`src/rtl/prio_arbiter.sv`:
```
// prio_arbiter: N = 2**n requester arbiter with fixed-priority and round-robin
// selection, a bounded hold time per grant and a mandatory idle cycle between
// grants. All outputs are registered.
module prio_arbiter #(
  parameter int n        = 3,
  parameter int MAX_HOLD = 16
) (
  input  logic              clk,
  input  logic              rst_n,
  input  logic [(1<<n)-1:0] req,
  input  logic              mode,
  input  logic              done,
  output logic [(1<<n)-1:0] gnt,
  output logic [n-1:0]      gnt_id,
  output logic              gnt_valid,
  output logic              timeout
);

  localparam int N = 1 << n;

  typedef enum logic [0:0] {
    IDLE  = 1'b0,
    GRANT = 1'b1
  } state_t;

  state_t        state_q, state_d;
  logic [N-1:0]  gnt_q, gnt_d;
  logic [n-1:0]  gnt_id_q, gnt_id_d;
  logic          gnt_valid_q, gnt_valid_d;
  logic          timeout_q, timeout_d;
  logic [15:0]   hold_q, hold_d;
  logic [n-1:0]  last_id_q, last_id_d;

  logic [n-1:0]  search_start_s;
  logic [n-1:0]  search_idx_s;
  logic [n-1:0]  win_id_s;
  logic          win_found_s;
  logic          hold_max_s;
  logic          holder_req_s;
  logic          release_s;

  // Winner search: descending scan with wrap. Fixed mode starts at N-1,
  // round-robin starts just below the most recent grant.
  always_comb begin
    win_id_s       = {n{1'b0}};
    win_found_s    = 1'b0;
    search_idx_s   = {n{1'b0}};
    if (mode == 1'b1) begin
      search_start_s = last_id_q - n'(1);
    end else begin
      search_start_s = n'(N - 1);
    end
    for (int i = 0; i < N; i++) begin
      search_idx_s = search_start_s - n'(i);
      if (!win_found_s && req[search_idx_s]) begin
        win_id_s    = search_idx_s;
        win_found_s = 1'b1;
      end else begin
        win_found_s = win_found_s;
      end
    end
  end

  // Next-state and registered-output computation for the IDLE/GRANT FSM.
  always_comb begin
    state_d      = state_q;
    gnt_d        = gnt_q;
    gnt_id_d     = gnt_id_q;
    gnt_valid_d  = gnt_valid_q;
    timeout_d    = 1'b0;
    hold_d       = hold_q;
    last_id_d    = last_id_q;
    hold_max_s   = (hold_q == 16'(MAX_HOLD));
    holder_req_s = req[gnt_id_q];
    release_s    = 1'b0;
    case (state_q)
      IDLE: begin
        if (win_found_s) begin
          state_d     = GRANT;
          gnt_d       = {{(N-1){1'b0}}, 1'b1} << win_id_s;
          gnt_id_d    = win_id_s;
          gnt_valid_d = 1'b1;
          hold_d      = 16'd1;
          last_id_d   = win_id_s;
        end else begin
          gnt_d       = {N{1'b0}};
          gnt_id_d    = {n{1'b0}};
          gnt_valid_d = 1'b0;
          hold_d      = 16'd0;
        end
      end
      GRANT: begin
        release_s = done | ~holder_req_s | hold_max_s;
        if (release_s) begin
          state_d     = IDLE;
          gnt_d       = {N{1'b0}};
          gnt_id_d    = {n{1'b0}};
          gnt_valid_d = 1'b0;
          hold_d      = 16'd0;
          // A coincident done or request drop wins over the timeout.
          timeout_d   = hold_max_s & ~done & holder_req_s;
        end else begin
          hold_d      = hold_q + 16'd1;
        end
      end
      default: begin
        state_d     = IDLE;
        gnt_d       = {N{1'b0}};
        gnt_id_d    = {n{1'b0}};
        gnt_valid_d = 1'b0;
        hold_d      = 16'd0;
      end
    endcase
  end

  // State and output registers with asynchronous active-low clear.
  always_ff @(posedge clk or negedge rst_n) begin
    if (!rst_n) begin
      state_q     <= IDLE;
      gnt_q       <= {N{1'b0}};
      gnt_id_q    <= {n{1'b0}};
      gnt_valid_q <= 1'b0;
      timeout_q   <= 1'b0;
      hold_q      <= 16'd0;
      last_id_q   <= {n{1'b0}};
    end else begin
      state_q     <= state_d;
      gnt_q       <= gnt_d;
      gnt_id_q    <= gnt_id_d;
      gnt_valid_q <= gnt_valid_d;
      timeout_q   <= timeout_d;
      hold_q      <= hold_d;
      last_id_q   <= last_id_d;
    end
  end

  assign gnt       = gnt_q;
  assign gnt_id    = gnt_id_q;
  assign gnt_valid = gnt_valid_q;
  assign timeout   = timeout_q;

endmodule

```
`config.mk`:
```
export PLATFORM = sky130hd
export DESIGN_NAME = prio_arbiter
export DESIGN_NICKNAME = d
export VERILOG_FILES = /design/src/rtl/prio_arbiter.sv
export SDC_FILE = /design/constraint.sdc
export NUM_CORES = 1
export LEC_CHECK = 0
export CORE_MARGIN = 8
export CORE_UTILIZATION = 35
export CTS_BUF_LIST = sky130_fd_sc_hd__clkbuf_4
export DETAILED_ROUTE_END_ITERATION = 10
export SLEW_MARGIN = 20
export SYNTH_ARGS = -nofsm -noshare
export SYNTH_HDL_FRONTEND = slang
export SYNTH_SLANG_ARGS = --single-unit
```
`constraint.sdc`:
```
create_clock -name clk -period 6.25 [get_ports clk]
set_clock_uncertainty 0.15 [all_clocks]
set_input_delay 1.25 -clock clk [delete_from_list [all_inputs] [get_ports clk]]
set_output_delay 1.25 -clock clk [all_outputs]
set_load 0.005 [all_outputs]
```
# --- Word level (Yosys, flattened, before mapping) ---
# Cells that the tools add are included.
op_classes:
  n_addsub: 9
  n_lt_le_gt_ge: 9
  n_eq_ne: 2
  shift: 1
  n_mux: 51
  bitwise: 7
  reduce_logical: 15
op_table:
  columns: ["op", "n"]
  rows:
  - ["less-than comparator 3 x 4 -> 1 bit, second input constant", 9]
  - ["2-to-1 mux 3 bit", 11]
  - ["case mux 16 bit (2 select lines)", 1]
  - ["binary-select mux 1 bit (select 3 bit)", 9]
  - ["2-to-1 mux 1 bit", 23]
  - ["adder 16 x 1 -> 16 bit, second input constant", 1]
  - ["== test 16 x 5 -> 1 bit, second input constant", 1]
  - ["2-to-1 mux 16 bit", 1]
  - ["2-to-1 mux 8 bit", 2]
  - ["case mux 8 bit (2 select lines)", 1]
  - ["subtractor 3 bit, second input constant", 4]
  - ["left shift 1 x 3 -> 8 bit, first input constant", 1]
  - ["logical AND 1 bit", 7]
  - ["zero test 1 bit", 7]
  - ["case mux 3 bit (2 select lines)", 1]
  - ["subtractor 3 x 1 -> 3 bit, second input constant", 2]
  - ["subtractor 3 x 2 -> 3 bit, second input constant", 2]
  - ["case mux 1 bit (2 select lines)", 2]
  - ["NOT 1 bit", 3]
  - ["bitwise AND 1 bit", 2]
  - ["!= test 2 x 1 -> 1 bit, second input constant", 1]
  - ["bitwise OR 1 bit", 2]
  - ["AND reduction 2 bit", 1]
totals:
  register_bits: 33
  inputBits: 12
  output_inout_bits: 13
  wordCells: 101

# --- Longest topological paths before layout ---
# Gate-level depths: netlist of the first run.
logic_depth:
  depth_word: 29
  ltp_mapped: 16
  mapped_depth_nobuf: 13

# --- Worst setup path after synthesis of the first run ---
# Ideal clock, no wire load.
synth_timing:
  path_type: "input -> register"
  startpoint: "input mode"
  endpoint: "register gnt_q[4] (netlist: gnt[4])"
  setup_time_ns: 0.122
  t_arrival_ns: 3.832
  required_time_ns: 5.978
  setup_slack_ns: 2.147
  stages: 13
  path_cell_list: "buf_4 -> nand2_4 -> inv_2 -> buf_6 -> ha_1 -> a21boi_2 -> nor2_2 -> mux2_2 -> or3_4 -> nor3_2 -> a21boi_1 -> o21ai_1 -> a32o_1"
synth_via:
  elab_chain_cells: 28
  word_cells_on_any_way: 57
synth_rtl:
  columns: ["item", "line_no", "source"]
  rows:
  - ["from (decl)", "11", "input logic mode,"]
  - ["2-to-1 mux 3 bit (*)", "48", "if (mode == 1'b1) begin"]
  - ["parallel branches: the longest is 25 deep, another holds subtractor 3 x 1 -> 3 bit", null, null]
  - ["2-to-1 mux 8 bit (*)", "78", "if (win_found_s) begin"]
  - ["case mux 8 bit (2 select lines) (*)", "76", "case (state_q)"]
  - ["to (signal assigned)", "120", "gnt_q <= {N{1'b0}};"]
  - ["to (signal assigned)", "128", "gnt_q <= gnt_d;"]
  - ["to (decl)", "27", "logic [N-1:0] gnt_q, gnt_d;"]
# Mark *: on every way between the ends. The select of a mux whose other input is x is not followed.
# A chain may end at the register's enable or synchronous reset.

# --- Worst setup path after layout of the first run ---
layout_timing:
  startpoint: "input mode"
  endpoint: "register gnt_q[1] (netlist: gnt[1])"
# Same word-level chain as after synthesis.

==> impl_results.md, run 1 <==
* Final Cycle Share at 81.7%
* CTS resizes at 0
* Die Wd at 101 um
* Tmin final at 5100 ps
* Initial drt markers at 130
* Max VDD drop at around 0.24 mV
* Port Buf Inserts at 24
* # diodes at 0
* Total power at ~1.5 mW
* CTS Buffer Depth at 2
* Part of the power in the clock network at under 10%
* Die H at 101 um
* Synthesized Nets at 274
* H-tree Lvls at 2
* Initial antenna violation count at 0
* Finish-stage setup viols at 0
* Clk sink count at 33
* Main synth FF type: dfrtp_1
* DRT Pass-1 Iters at 4
* Setup_tns at 0 ps
* Syn avg cell area at 9.80 sq um
* Postcts setup bufs at 0
* Final Max Tran Viols at 0
* Switching share of power at 49.5%
* Post-synth top cells: dfrtp_1 (33), nor2_1 (29), nand2_1 (25)
* Ys async rst share at 100%
* Critical path type: primary input to register
* CP max FO at 15
* Grt ovf at 0
* Yosys top cell by area: dfrtp_1
* Clock Latency Late Sink at 340 ps
* Post-synth EDFFs at 0
* Netlist Area Pre-Place at 2520 sq um
* # DRC at 0
* Final #Nets at 299
* Pwr dens at 527 nW/um^2
* Max-Cap Viols at 0
* Post-route ant nets at 0
* Inserted Clock Buffers at 5
* First-pass GRT wire length at 10400 um
* Area share of the largest cell type after synthesis at 32.8%
* Top cells by area, synth: dfrtp_1 (33%), mux2i_1 (6.4%), mux4_2 (4.5%), nor2_1 (4.3%), nand2_1 (3.7%)
* Io pins at 25
* FF+latch count, synth at 33
* Synth-to-layout area growth at 15.1%
* Outcome: finished clean
* Vias in the first global route at 2004
* Logic pwr share at slightly above 70%
* CP endpoint kind: register
* Slew Limit Headroom at 59.7%
* Gpl congestion at 0.884
* WL final at a little over 6000 um
* Total GRT Usage at 12.9%
* Row cnt at 31
* CP arrival at 5210 ps
* CTS tree: yes
* Hpwl dp at 4640 um
* Actual slew at the worst max-slew pin at 602 ps
* Largest net degree at the start of global routing at 34
* Ys Warns at 0
* RSZ-0062 raised after global routing: no
* Core area at 7100 sq um
* Cells after synthesis at 257
* Initial core utilization at a little over a third
* Reg power frac at 20.4%
* Worst Path Required at 6350 ps
* Fmax at 196 MHz
* CTS hold repair buffers at 0
* Seq/Total Area, Yosys at between 30 and 40%
* Vias per cell at 5.38
* Netlist cell types at 66
* Most numerous cell in the Yosys netlist: dfrtp_1
* Min-delay worst type: register to register
* CP Launch Type: primary input
* Die area at 10200 sq um
* Int Power at 0.772 mW
* Vias at roughly 2000
* Post-detailed-route wirelength per cell at 16.0 um
* NetSw at 0.756 mW
* Root Buffer: clkbuf_4
* Reg clk slew, reported paths at 120 ps
* Fin. Hold Viols at 0
* LEAKAGE at 1.13 nW
* Layout cells sized above 1 at 17.0%
## power groups by stage
stage,clock (mW),sequential (mW),combinational (mW)
finish,0.120,0.312,1.10
global route,0.129,0.320,1.20
CTS,0.121,0.314,1.09
detailed placement,0,0.318,1.08
global placement,0,0.319,1.08
floorplan,0,0.296,0.856
## area by class of cell
class | count | area [sq um]
Sequential cell | 33 | 826
Multi-Input combinational cell | 208 | 1610
Fill cell | 728 | 4200
Clock inverter | 3 | 17.5
Inverter | 9 | 36.3
Tap cell | 99 | 124
Clock buffer | 5 | 37.5
Timing Repair Buffer | 25 | 248
## worst paths after layout
| path | startpoint | endpoint | slack [ps] | cells after the start |
|---|---|---|---|---|
| min in group asynchronous | rst_n | hold_q[7] | 1150 | 2 |
| max in group asynchronous | rst_n | gnt_valid | 4500 | 2 |
| min reg2reg | gnt[3] | gnt[3] | 340 | 2 |
| max | mode | gnt[1] | 1150 | 11 |
| max reg2reg | last_id_q[0] | gnt[4] | 1990 | 13 |
| min | gnt[3] | gnt[3] | 340 | 2 |
## critical path: stages
cell	delay, ps
clkdlybuf4s50_1	850
and2_1	500
inv_4	110
ha_1	270
xor2_4	300
mux4_2	580
nor2b_2	200
o21ai_1	100
a2111oi_2	540
o21bai_1	240
o31ai_1	260
## cells in the final DEF, fill, tap and decap left out, drive strengths merged, types with 3 or more instances in the layout
master          n
nand2          27
a32o            4
dfrtp          33
nor3            6
clkdlybuf4s50  24
nand4           3
inv             9
mux2i          19
nor4b           3
clkbuf          5
xor2           10
o21bai          3
nand3          13
o31ai           4
a21bo           3
o21ai          11
mux4            5
and2           10
a21oi           5
mux2            7
and3            3
xnor2           7
nor2           31
ha              5
## metrics by stage
step                std cells  worst slack (ps)  util (%)  hold slack (ps)  instance area [sq um]
finish                    382              1150      40.8              343                   2900
global route              382               802      40.8              378                   2900
CTS                       382              1100      40.8              350                   2900
detailed placement        374               784      40.0              318                   2840
global placement          374               762      40.0              314                   2840
floorplan                 257              2150         -              300                   2520
## sequential cells by signal (all words and copies together), names as in the netlist
register / count
gnt_id: 3
last_id_q: 3
state_q: 1
timeout: 1
gnt_valid: 1
hold_q: 16
gnt: 8
## cell families (layout without fill, tap and decap cells)
group / count (synthesis) / in the layout / share of synthesized area [%]
and+or+nand+nor: 106 / 106 / 22.2
DFF: 33 / 33 / 32.8
AOI/OAI and AO/OA: 49 / 49 / 15.4
buffers and inverters: 16 / 42 / 3.33
xor gates and xnor gates: 17 / 17 / 7.40
adders and majority gates: 5 / 5 / 2.48
muxes: 31 / 31 / 16.4
## layer usage
metal	wire length (um)	global-route usage, %	up-vias
met5	0	0	-
met4	88	4.77	0
met1	3120	18.3	999
met2	2600	18.7	61
li1	-	-	988
met3	310	2.49	6
(Power assumes the default switching activity.)
==> run 2: changes to the inputs <==
clock period = 4.2 ns   (was 6.25 ns; I/O delays follow)
==> impl_results.md, run 2 (synthesis results as in run 1) <==
* Outcome: finished clean (unchanged)
* Initial core utilization at 35.5% (unchanged)
* Initial drt markers at 94 (was 130)
* Pwr dens at 798 nW/um^2 (was 527 nW/um^2)
* Clk sink count at 33 (unchanged)
* Total GRT Usage at 13.3% (was 12.9%)
* Actual slew at the worst max-slew pin at 661 ps (was 602 ps)
* Worst Path Required at 4280 ps (was 6350 ps)
* LEAKAGE at 1.18 nW (was 1.13 nW)
* CTS tree: yes (unchanged)
* Layout cells sized above 1 at 20.1% (was 17.0%)
* Root Buffer: clkbuf_4 (unchanged)
* Final #Nets at 312 (was 299)
* Worst flop-to-flop path startpoint: last_id_q[0] (unchanged)
* Core area at 7100 sq um (unchanged)
* # diodes at 0 (unchanged)
* Reg2Reg Depth at 12 (was 13)
* Io pins at 25 (unchanged)
* Fin. Hold Viols at 0 (unchanged)
* Total power at 2.38 mW (was 1.53 mW)
* Post-detailed-route wirelength per cell at 16.3 um (was 16.0 um)
* Fill count at 694 (was 728)
* Final Max Tran Viols at 0 (unchanged)
* Initial antenna violation count at 0 (unchanged)
* Most frequent cells in the layout: dfrtp_1 (33), nor2_1 (29), nand2_1 (25), clkdlybuf4s50_1 (24), mux2i_1 (16) (unchanged)
* Post-route ant nets at 0 (unchanged)
* DRT Pass-1 Iters at 4 (unchanged)
* Dpl ws at -268 ps (was 784 ps)
* Grt ovf at 0 (unchanged)
* Gpl congestion at 0.858 (was 0.884)
* Vias per cell at 5.42 (was 5.38)
* RR Endpoint: gnt[2] (was gnt[4])
* WL final at 6410 um (was 6120 um)
* Row cnt at 31 (unchanged)
* Synth-to-layout area growth at 18.4% (was 15.1%)
* Die area at 10200 sq um (unchanged)
* Die H at 101 um (unchanged)
* Vias at 2129 (was 2054)
* Largest net degree at the start of global routing at 20 (was 34)
* Max-Cap Viols at 0 (unchanged)
* Tmin final at 3960 ps
* First-pass GRT wire length at 10800 um (was 10400 um)
* Largest Register: hold_q (unchanged)
* R2R Setup Slk at 570 ps (was 1990 ps)
* Inserted Clock Buffers at 5 (unchanged)
* # DRC at 0 (unchanged)
* Max VDD drop at 0.387 mV (was 0.242 mV)
* Slew Limit Headroom at 55.8% (was 59.7%)
* CP arrival at 4030 ps (was 5210 ps)
* Clock Latency Late Sink at 330 ps (was 340 ps)
* CP endpoint kind: register (unchanged)
* Fmax at 253 MHz
* Commonest non-fill, non-tap cell in the layout: dfrtp_1 (unchanged)
* Postcts setup bufs at 0 (unchanged)
* Port Buf Inserts at 24 (unchanged)
* CP max FO at 7 (was 15)
* Critical path type: primary input to register (unchanged)
* CP Launch Type: primary input (unchanged)
* Finish-stage setup viols at 0 (unchanged)
* CTS Buffer Depth at 2 (unchanged)
* H-tree Lvls at 2 (unchanged)
* Die Wd at 101 um (unchanged)
* Routed wire length on met2 at 2790 um (was 2600 um)
* Final Cycle Share at 94.2%
* RSZ-0062 raised after global routing: no (unchanged)
* Max reg flops at 16 (unchanged)
* Routed wire length on met3 at 267 um (was 310 um)
* CP startpoint: mode (unchanged)
* Metal-1 WL at 3220 um (was 3120 um)
* Reg clk slew, reported paths at 90 ps (was 120 ps)
* Vias in the first global route at 2135 (was 2004)
* Final worst setup slack at 244 ps (was 1150 ps)
* Top sig layer: met4 (unchanged)
* Min-delay worst type: register to register (unchanged)
* Setup crit end: gnt[2] (was gnt[1])
* Hpwl dp at 5010 um (was 4640 um)
==> run 2: worst max-delay path, stage by stage <==
cell             delay (ps)
clkdlybuf4s50_1         490
buf_4                   160
nand2_4                  60
inv_2                    60
ha_1                    150
and3b_1                 240
o311ai_1                530
o211ai_1                370
o221ai_1                350
a41oi_1                 230
o21a_2                  300
a32o_1                  250
==> run 2: routing by layer <==
metal / GRT usage (%) / vias up
met2: 20.5 / 59
li1: - / 1012
met1: 18.1 / 1048
met3: 2.00 / 10
met4: 5.12 / 0
met5: 0 / -
==> run 2: how the worst min path moves through the flow <==
stage / startpoint / to / depth (start not counted)
after floorplan: last_id_q[1] / last_id_q[1] / 2
after global placement: last_id_q[1] / last_id_q[1] / 2
after detailed placement: last_id_q[1] / last_id_q[1] / 2
after CTS: last_id_q[1] / last_id_q[1] / 2
after global routing: gnt[3] / gnt[3] / 2
final: last_id_q[1] / last_id_q[1] / 2
==> run 2: metrics by stage <==
step	utilization [%]	setup TNS [ps]	instance area, sq um	instances	hold WS, ps
2_1_floorplan	-	0	2520	257	300
3_3_place_gp	41.4	-1930	2940	387	320
3_5_place_dp	41.4	-2140	2940	387	326
4_1_cts	42.0	0	2980	393	347
5_1_grt	42.0	0	2980	393	384
6_report	42.0	0	2980	393	337
==> run 2: cell type report <==
class | instances | area (sq um) | share of cell area [%]
well taps | 99 | 124 | 4.15
repair buffers | 38 | 345 | 11.6
clock buffers | 5 | 37.5 | 1.26
clock inverters | 1 | 5.00 | 0.168
multi-input cells | 208 | 1610 | 53.9
flip-flops and latches | 33 | 826 | 27.7
inverters | 9 | 36.3 | 1.22
==> run 2: where the power goes <==
part / switching [mW] / total (mW) / internal [mW] / leakage [nW]
logic: 0.985 / 1.77 / 0.785 / 0.716
registers: 0.0624 / 0.450 / 0.388 / 0.441
clock network: 0.102 / 0.160 / 0.0580 / 0.0269
==> run 2: timing repair <==
action | 4_1_cts | 5_1_grt
endpoints found under the setup margin | 0 | 10
hold buffers | 0 | 0
resized for setup | 0 | 1
==> run 3: changes to the inputs <==
CTS_CLUSTER_SIZE = 30   (was default)
SLEW_MARGIN = 30   (was 20)
==> results of run 3 <==
Same layout as run 2: the final DEF is identical, and so are final timing and power.
